<file path="src/rtl/rvfi_pkg.sv">
// Shared types for the RVFI retirement tracker: shadow-stage entry, output record, order width.
// Struct widths are the core's XLEN/ILEN; the tracker's width parameters must keep these values.
package rvfi_pkg;

  localparam int XLEN_DEF = 32;
  localparam int ILEN_DEF = 32;
  localparam int ORDER_W  = 64;
  localparam int RD_W     = 5;

  typedef struct packed {
    logic                valid;
    logic [ILEN_DEF-1:0] insn;
    logic [XLEN_DEF-1:0] pc;
  } rvfi_stage_t;

  typedef struct packed {
    logic                valid;
    logic [ORDER_W-1:0]  order;
    logic [ILEN_DEF-1:0] insn;
    logic [XLEN_DEF-1:0] pc_rdata;
    logic [XLEN_DEF-1:0] pc_wdata;
    logic [RD_W-1:0]     rd_addr;
    logic [XLEN_DEF-1:0] rd_wdata;
    logic                trap;
  } rvfi_retire_t;

  // x0 writes are architecturally invisible, so the record reports 0
  function automatic logic [XLEN_DEF-1:0] rd_wdata_filt(input logic [RD_W-1:0]     addr,
                                                         input logic [XLEN_DEF-1:0] wdata);
    return (addr == '0) ? '0 : wdata;
  endfunction

endpackage

</file>
<file path="src/rtl/rvfi_pipe_stage.sv">
// One shadow pipeline stage: loads from upstream when not stalled, holds when stalled.
// A kill drops the current occupant either in place (stall) or on its way downstream (shift).
module rvfi_pipe_stage
  import rvfi_pkg::*;
(
  input  logic        i_clk,
  input  logic        i_rst_n,
  input  logic        i_stall,
  input  logic        i_kill,
  input  rvfi_stage_t i_in,
  output rvfi_stage_t o_q,
  output logic        o_fwd_valid
);

  rvfi_stage_t stage_q;
  rvfi_stage_t stage_d;

  always_comb begin
    stage_d = stage_q;
    if (i_stall) begin
      stage_d.valid = stage_q.valid & ~i_kill;
    end else begin
      stage_d = i_in;
    end
  end

  always_ff @(posedge i_clk or negedge i_rst_n) begin
    if (!i_rst_n) begin
      stage_q <= '0;
    end else begin
      stage_q <= stage_d;
    end
  end

  assign o_q         = stage_q;
  assign o_fwd_valid = stage_q.valid & ~i_kill;

endmodule

</file>
<file path="src/rtl/rvfi_retire_tracker.sv">
// RVFI retirement tracker: shadows issued insn/PC through STAGES stages, emits one registered
// record per commit with a contiguous 64-bit order. Issue-to-rvfi_valid latency is STAGES+1 cycles.
module rvfi_retire_tracker
  import rvfi_pkg::*;
#(
  parameter int STAGES = 3,
  parameter int XLEN   = XLEN_DEF,
  parameter int ILEN   = ILEN_DEF
) (
  input  logic                         i_clk,
  input  logic                         i_rst_n,
  input  logic                         i_issue_valid,
  input  logic [ILEN-1:0]              i_issue_insn,
  input  logic [XLEN-1:0]              i_issue_pc,
  input  logic                         i_stall,
  input  logic [STAGES-1:0]            i_flush_mask,
  input  logic [4:0]                   i_wb_rd_addr,
  input  logic [XLEN-1:0]              i_wb_rd_wdata,
  input  logic [XLEN-1:0]              i_wb_pc_wdata,
  input  logic                         i_wb_trap,
  output logic                         rvfi_valid,
  output logic [63:0]                  rvfi_order,
  output logic [ILEN-1:0]              rvfi_insn,
  output logic [XLEN-1:0]              rvfi_pc_rdata,
  output logic [XLEN-1:0]              rvfi_pc_wdata,
  output logic [4:0]                   rvfi_rd_addr,
  output logic [XLEN-1:0]              rvfi_rd_wdata,
  output logic                         rvfi_trap,
  output logic [$clog2(STAGES+1)-1:0]  o_inflight
);

  localparam int INF_W = $clog2(STAGES + 1);

  rvfi_stage_t        stage_in [STAGES];
  rvfi_stage_t        stage_q  [STAGES];
  logic [STAGES-1:0]  fwd_vld;
  logic               retire;
  rvfi_retire_t       rec_q;
  rvfi_retire_t       rec_d;
  logic [ORDER_W-1:0] next_order_q;
  logic [ORDER_W-1:0] next_order_d;
  logic [INF_W-1:0]   inflight;

  assign stage_in[0] = '{valid: i_issue_valid, insn: i_issue_insn, pc: i_issue_pc};

  for (genvar k = 0; k < STAGES; k++) begin : g_stage
    if (k > 0) begin : g_link
      assign stage_in[k] = '{valid: fwd_vld[k-1], insn: stage_q[k-1].insn, pc: stage_q[k-1].pc};
    end
    rvfi_pipe_stage u_stage (
      .i_clk       (i_clk),
      .i_rst_n     (i_rst_n),
      .i_stall     (i_stall),
      .i_kill      (i_flush_mask[k]),
      .i_in        (stage_in[k]),
      .o_q         (stage_q[k]),
      .o_fwd_valid (fwd_vld[k])
    );
  end

  // A surviving retire-stage occupant commits only on a cycle the pipeline advances
  assign retire = ~i_stall & fwd_vld[STAGES-1];

  always_comb begin
    rec_d        = rec_q;
    rec_d.valid  = 1'b0;
    next_order_d = next_order_q;
    if (retire) begin
      rec_d = '{valid:    1'b1,
                order:    next_order_q,
                insn:     stage_q[STAGES-1].insn,
                pc_rdata: stage_q[STAGES-1].pc,
                pc_wdata: i_wb_pc_wdata,
                rd_addr:  i_wb_rd_addr,
                rd_wdata: rd_wdata_filt(i_wb_rd_addr, i_wb_rd_wdata),
                trap:     i_wb_trap};
      next_order_d = next_order_q + ORDER_W'(1);
    end
  end

  always_ff @(posedge i_clk or negedge i_rst_n) begin
    if (!i_rst_n) begin
      rec_q        <= '0;
      next_order_q <= '0;
    end else begin
      rec_q        <= rec_d;
      next_order_q <= next_order_d;
    end
  end

  always_comb begin
    inflight = '0;
    for (int k = 0; k < STAGES; k++) begin
      inflight = inflight + INF_W'(stage_q[k].valid);
    end
  end

  assign o_inflight    = inflight;
  assign rvfi_valid    = rec_q.valid;
  assign rvfi_order    = rec_q.order;
  assign rvfi_insn     = rec_q.insn;
  assign rvfi_pc_rdata = rec_q.pc_rdata;
  assign rvfi_pc_wdata = rec_q.pc_wdata;
  assign rvfi_rd_addr  = rec_q.rd_addr;
  assign rvfi_rd_wdata = rec_q.rd_wdata;
  assign rvfi_trap     = rec_q.trap;

endmodule
</file>
<file path="config.mk">
export PLATFORM = sky130hd
export DESIGN_NAME = rvfi_retire_tracker
export DESIGN_NICKNAME = d
export VERILOG_FILES = /design/src/rtl/rvfi_pkg.sv /design/src/rtl/rvfi_pipe_stage.sv /design/src/rtl/rvfi_retire_tracker.sv
export SDC_FILE = /design/constraint.sdc
export NUM_CORES = 1
export LEC_CHECK = 0
export ABC_AREA = 1
export ABC_CLOCK_PERIOD_IN_PS = 2600
export CORE_MARGIN = 4
export CORE_UTILIZATION = 45
export CTS_CLUSTER_DIAMETER = 100
export DETAILED_ROUTE_END_ITERATION = 10
export HOLD_SLACK_MARGIN = 0.06
export PLACE_DENSITY = 0.68
export REMOVE_ABC_BUFFERS = 1
export SETUP_SLACK_MARGIN = 0.1
export SLEW_MARGIN = 30
export SYNTH_ARGS = -nofsm -noshare
export SYNTH_HDL_FRONTEND = slang
export SYNTH_SLANG_ARGS = --single-unit
</file>
<file path="constraint.sdc">
create_clock -name i_clk -period 2.6 [get_ports i_clk]
set_input_delay 0.39 -clock i_clk [delete_from_list [all_inputs] [get_ports i_clk]]
set_output_delay 0.39 -clock i_clk [all_outputs]
set_load 0.005 [all_outputs]
</file>
# Word-level counts from Yosys, hierarchy flattened
# Cells that the tools add are included.
[totals]
reg_bits = 458
inputBits = 141
out_inout_bits = 201
wordCells = 35
[op_classes]
n_addsub = 3
muxes = 5
n_bitwise = 8
reduce_logical = 1
[op_table]
columns = ["op", "n"]
rows = [
  ["199-bit two-way mux", 1],
  ["64-bit by 1-bit adder with 64-bit output (second input constant)", 1],
  ["32-bit two-way mux", 1],
  ["5-bit zero test", 1],
  ["1-bit AND", 4],
  ["1-bit NOT", 4],
  ["1-bit two-way mux", 3],
  ["1-bit by 1-bit adder with 2-bit output", 1],
  ["2-bit by 1-bit adder with 2-bit output", 1],
]

# Logic depth before layout (Yosys ltp)
[logic_depth]
word_depth = 4
ltp_mapped = 11
ltp_nobuf = 11

# Modules after synthesis
# A second synthesis with hierarchy kept.
[hier_totals]
hier_cells = 2168
area_unflattened_um2 = 18800.5
[by_module_without_submodules]
columns = ["mod", "instances", "cells_per_inst", "area_per_inst_um2", "seq_area_each_um2"]
rows = [
  ["rvfi_retire_tracker", 1, 1334, 11319.6, 6581.3],
  ["rvfi_pipe_stage", 3, 278, 2493.6, 1626.6],
]

# Worst setup path after synthesis
# OpenSTA, ideal clock, no wires.
[synth_path]
path_type = "reg-to-reg"
start = "register next_order_q[1]"
end = "register next_order_q[26]"
setup_ns = 0.118
arrival_time_ns = 1.347
setup_slack_ns = 1.135
path_stages_with_launch = 10
period_less_slack_ns = 1.465
path_cell_list = "dfrtp_1 > ha_1 > nand3_1 > inv_1 > nand2_4 > nor2_4 > nand3_1 > nor2_1 > xor2_1 > inv_1"
[synth_via]
elab_chain_cells = 1
[synth_lines]
columns = ["item", "line", "text"]
rows = [
  ["from (decl)", "rvfi_retire_tracker.sv:40", "logic [ORDER_W-1:0] next_order_q;"],
  ["from (signal assigned)", "rvfi_retire_tracker.sv:87", "next_order_q <= next_order_d;"],
  ["64-bit by 1-bit adder with 64-bit output", "rvfi_retire_tracker.sv:77", "next_order_d = next_order_q + ORDER_W'(1);"],
]
# Every way passes these cells.
# A chain may end at the register's enable or synchronous reset.

# Worst setup path in the final report
[layout_path]
start = "register g_stage[2].u_stage.o_q[64] (netlist name)"
end = "output port o_inflight[1]"
[layout_via]
elab_chain_cells = 1
[layout_lines]
columns = ["item", "line", "text"]
rows = [
  ["2-bit by 1-bit adder with 2-bit output", "rvfi_retire_tracker.sv:94", "inflight = inflight + INF_W'(stage_q[k].valid);"],
  ["to (decl)", "rvfi_retire_tracker.sv:29", "output logic [$clog2(STAGES+1)-1:0] o_inflight"],
]
# Every way passes these cells.

==> flow_metrics.tcl <==
set metrics [dict create \
    die_area_um2 44290 \
    antenna_found_initial 0 \
    min_path_cells 2 \
    hold_end "g_stage[0].u_stage.o_q[5]" \
    critPathKind "reg -> out" \
    period_minus_slack_ps 2270 \
    grt_max_degree 160 \
    routabilityCongestion 0.9103 \
    layout_commonest_cell "nand2_1" \
    r2r-start "next_order_q[1]" \
    hold_start "i_stall" \
    final_nets 2425 \
    p_sw_mw 4.709 \
    switching_share_pct 25.01 \
    fin_crit_sh_pct 87.31 \
    outcome "finished clean" \
    skew_ps 24.15 \
    leakage_nw 11.60 \
    area.growth.synth_to_final_pct 30.85 \
    detail_route.wl_per_cell_um 16.31 \
    critPathBufInv 1 \
    fillCellCount 3475 \
    cellPowerDensity_nw_per_um2 780.2 \
    post_cts_buffers 0 \
    drc 0 \
    clk_path_buf_depth 3 \
    antenna_cells 0 \
    grt_use_total_pct 21.01 \
    rows 73 \
    yosysUniqueCellTypes 34 \
    arrival_ps 1880 \
    syn-cell-area_um2 18450 \
    netlist_instances 1948 \
    cp.required_ps 2210 \
    worstMarginPinSlew_ps 640.7 \
    r2r_cells 9 \
    syn_avg_cell_area_um2 9.469 \
    timing.slew.headroom_pct 57.29 \
    max_cap_viol_count 0 \
    critPathLaunchType "flop" \
    dpl.hpwl_um 32030 \
    worstHoldPathType "in -> reg" \
    synth-seq-cells 458 \
    cp.depth 2 \
    design.portCount 342 \
    die_h_um 210.5 \
    fmax_mhz 440.5 \
    p_int_mw 14.12 \
    cts_max_level 2 \
    cts_buffers 47 \
    cts_sinks 458 \
    clk_latency_ps 590 \
    initial_core_util_pct 46.00 \
    cpMaxStageDelayCell "clkdlybuf4s50_1" \
    viasPerCell 4.934 \
    slew_viol_final 0 \
    most-common-layout-cells "nand2_1 (654), dfrtp_1 (457), clkdlybuf4s50_1 (338)" \
    cts_tree "built" \
    core-area_um2 40100 \
    pwr-share-clk_pct 37.1 \
    drive_above_1_share_pct 8.542 \
    yosysWarnings 0 \
    power.combinational.fraction_pct 16.3 \
    final_antenna_net_count 0 \
    timing.rr.end "next_order_q[26]" \
    seqPwrFrac_pct 46.6 \
    drt_iter0_markers 902 \
    vdd.ir_drop.worst_mv 0.5833 \
    placed_cells_incl_taps 2757 \
    numPortBuffers 341 \
    fin_tns_setup_ps 0 \
    grt_pass1_wl_um 75750 \
    grt_pass1_vias 14350 \
    cts_root_buf "clkbuf_16" \
    cp-end-kind "primary output" \
    grt-ovfl-total 0 \
    rsz0062_at_grt "no" \
    cp_max_fo 3 \
    setup_ws_ps 330.1 \
    hold_viol_final 0 \
    path_delay_family "buffers and inverters" \
    reg2reg_slack_ps 860 \
    cpPeakStageDelay_ps 460 \
    die_w_um 210.5 \
    clk_pin_slew_ps 60 \
    instances_no_fill 2843 \
    setup_viol 0 \
    whs_ps 178.7 \
    yosysSeqAreaShare_pct 62.14 \
    first_pass_iters 5 \
    totalWireLength_um 46360 \
    post-place-ws_ps 315.2 \
    crit_chain "fa_1, clkdlybuf4s50_1" \
    num_vias 14030 \
]
-- registers in the layout (all words and copies together) (netlist names) --
signal / flops
g_stage.u_stage.o_q: 195
rvfi_insn: 32
rvfi_trap: 1
rvfi_pc_rdata: 32
rvfi_pc_wdata: 32
rvfi_order: 64
next_order_q: 64
rvfi_rd_addr: 5
rvfi_valid: 1
rvfi_rd_wdata: 32
-- worst max-delay path by stage --
stage	startpoint	end
floorplan	i_flush_mask[2]	next_order_q[60]
global placement	i_flush_mask[2]	next_order_q[60]
detailed placement	i_flush_mask[2]	next_order_q[60]
CTS	g_stage[2].u_stage.o_q[64]	o_inflight[0]
global route	g_stage[2].u_stage.o_q[64]	o_inflight[1]
finish	g_stage[2].u_stage.o_q[64]	o_inflight[1]
-- repair_timing --
action / CTS / global route
hold endpoints to repair: 52 / 0
hold buffers: 1 / 0
setup endpoints to repair: 1 / 1
resized for setup: 1 / 1
pin swaps: 0 / 0
-- routing by layer --
metal  vias to the layer above  wire length (um)  GRT usage [%]
met5                         -                 0              0
met4                         0              1497          7.467
met3                        96              2325          3.066
met2                       365             22640          35.00
met1                      6795             19900          28.45
li1                       6772                 -              -
-- cells by family after synthesis --
group                    share of synthesized area [%]
AND/OR/NAND/NOR                                  21.16
flip-flops                                       62.14
multiplexers                                     3.663
buffers and inverters                            5.393
AO/OA/AOI/OAI                                    5.338
XOR/XNOR                                         2.137
adder cells (fa/ha/maj)                         0.1764
-- power groups by stage --
stage / clock, mW / combinational (mW) / sequential, mW
2_1_floorplan: 0 / 0.956 / 8.80
3_3_place_gp: 0 / 3.03 / 8.86
3_5_place_dp: 0 / 3.11 / 8.88
4_1_cts: 7.17 / 3.14 / 8.78
5_1_grt: 7.47 / 3.39 / 8.91
6_report: 6.99 / 3.06 / 8.78
-- metrics by stage --
stage	power (mW)	utilization (%)	cell area, um2
5_1_grt	19.77	60.19	24140
4_1_cts	19.09	60.19	24130
3_3_place_gp	11.89	56.13	22510
2_1_floorplan	9.760	-	18040
3_5_place_dp	11.99	56.13	22510
6_report	18.83	60.19	24140
-- final cells by class --
type / count / area, um2 / share of cell area [%]
tap: 525 / 656.9 / 2.722
multi-input combinational: 1248 / 5989 / 24.82
timing repair buffer: 370 / 3821 / 15.83
clock inverter: 20 / 262.8 / 1.089
inverter: 157 / 589.3 / 2.442
sequential: 458 / 11460 / 47.49
clock buffer: 65 / 1354 / 5.609
-- Yosys cell counts (all sizes together) --
cell type | n | area share (%)
nor4 | 1 | 0.034
nand3 | 67 | 1.9
ha | 1 | 0.068
and2 | 3 | 0.10
a21oi | 72 | 2.0
buf | 65 | 1.8
o21ai | 120 | 3.3
a22o | 1 | 0.047
nand4 | 21 | 0.71
fa | 1 | 0.11
inv | 157 | 3.2
clkbuf | 20 | 0.41
nand2 | 659 | 14
mux2 | 60 | 3.7
nor2 | 173 | 4.1
xnor2 | 5 | 0.24
xor2 | 40 | 1.9
dfrtp | 458 | 62
nand3b | 4 | 0.23
o21a | 2 | 0.081
nor3 | 15 | 0.41
nor3b | 3 | 0.15
-- worst register-to-register path: stages (launching register included) --
cell	delay [ps]
dfrtp_1	420
ha_1	200
nand3_1	80
inv_1	170
nand2_4	110
nor2_4	160
nand3_1	140
nor2_1	160
xor2_1	150
inv_1	50
Power figures use the tool's default switching activity.
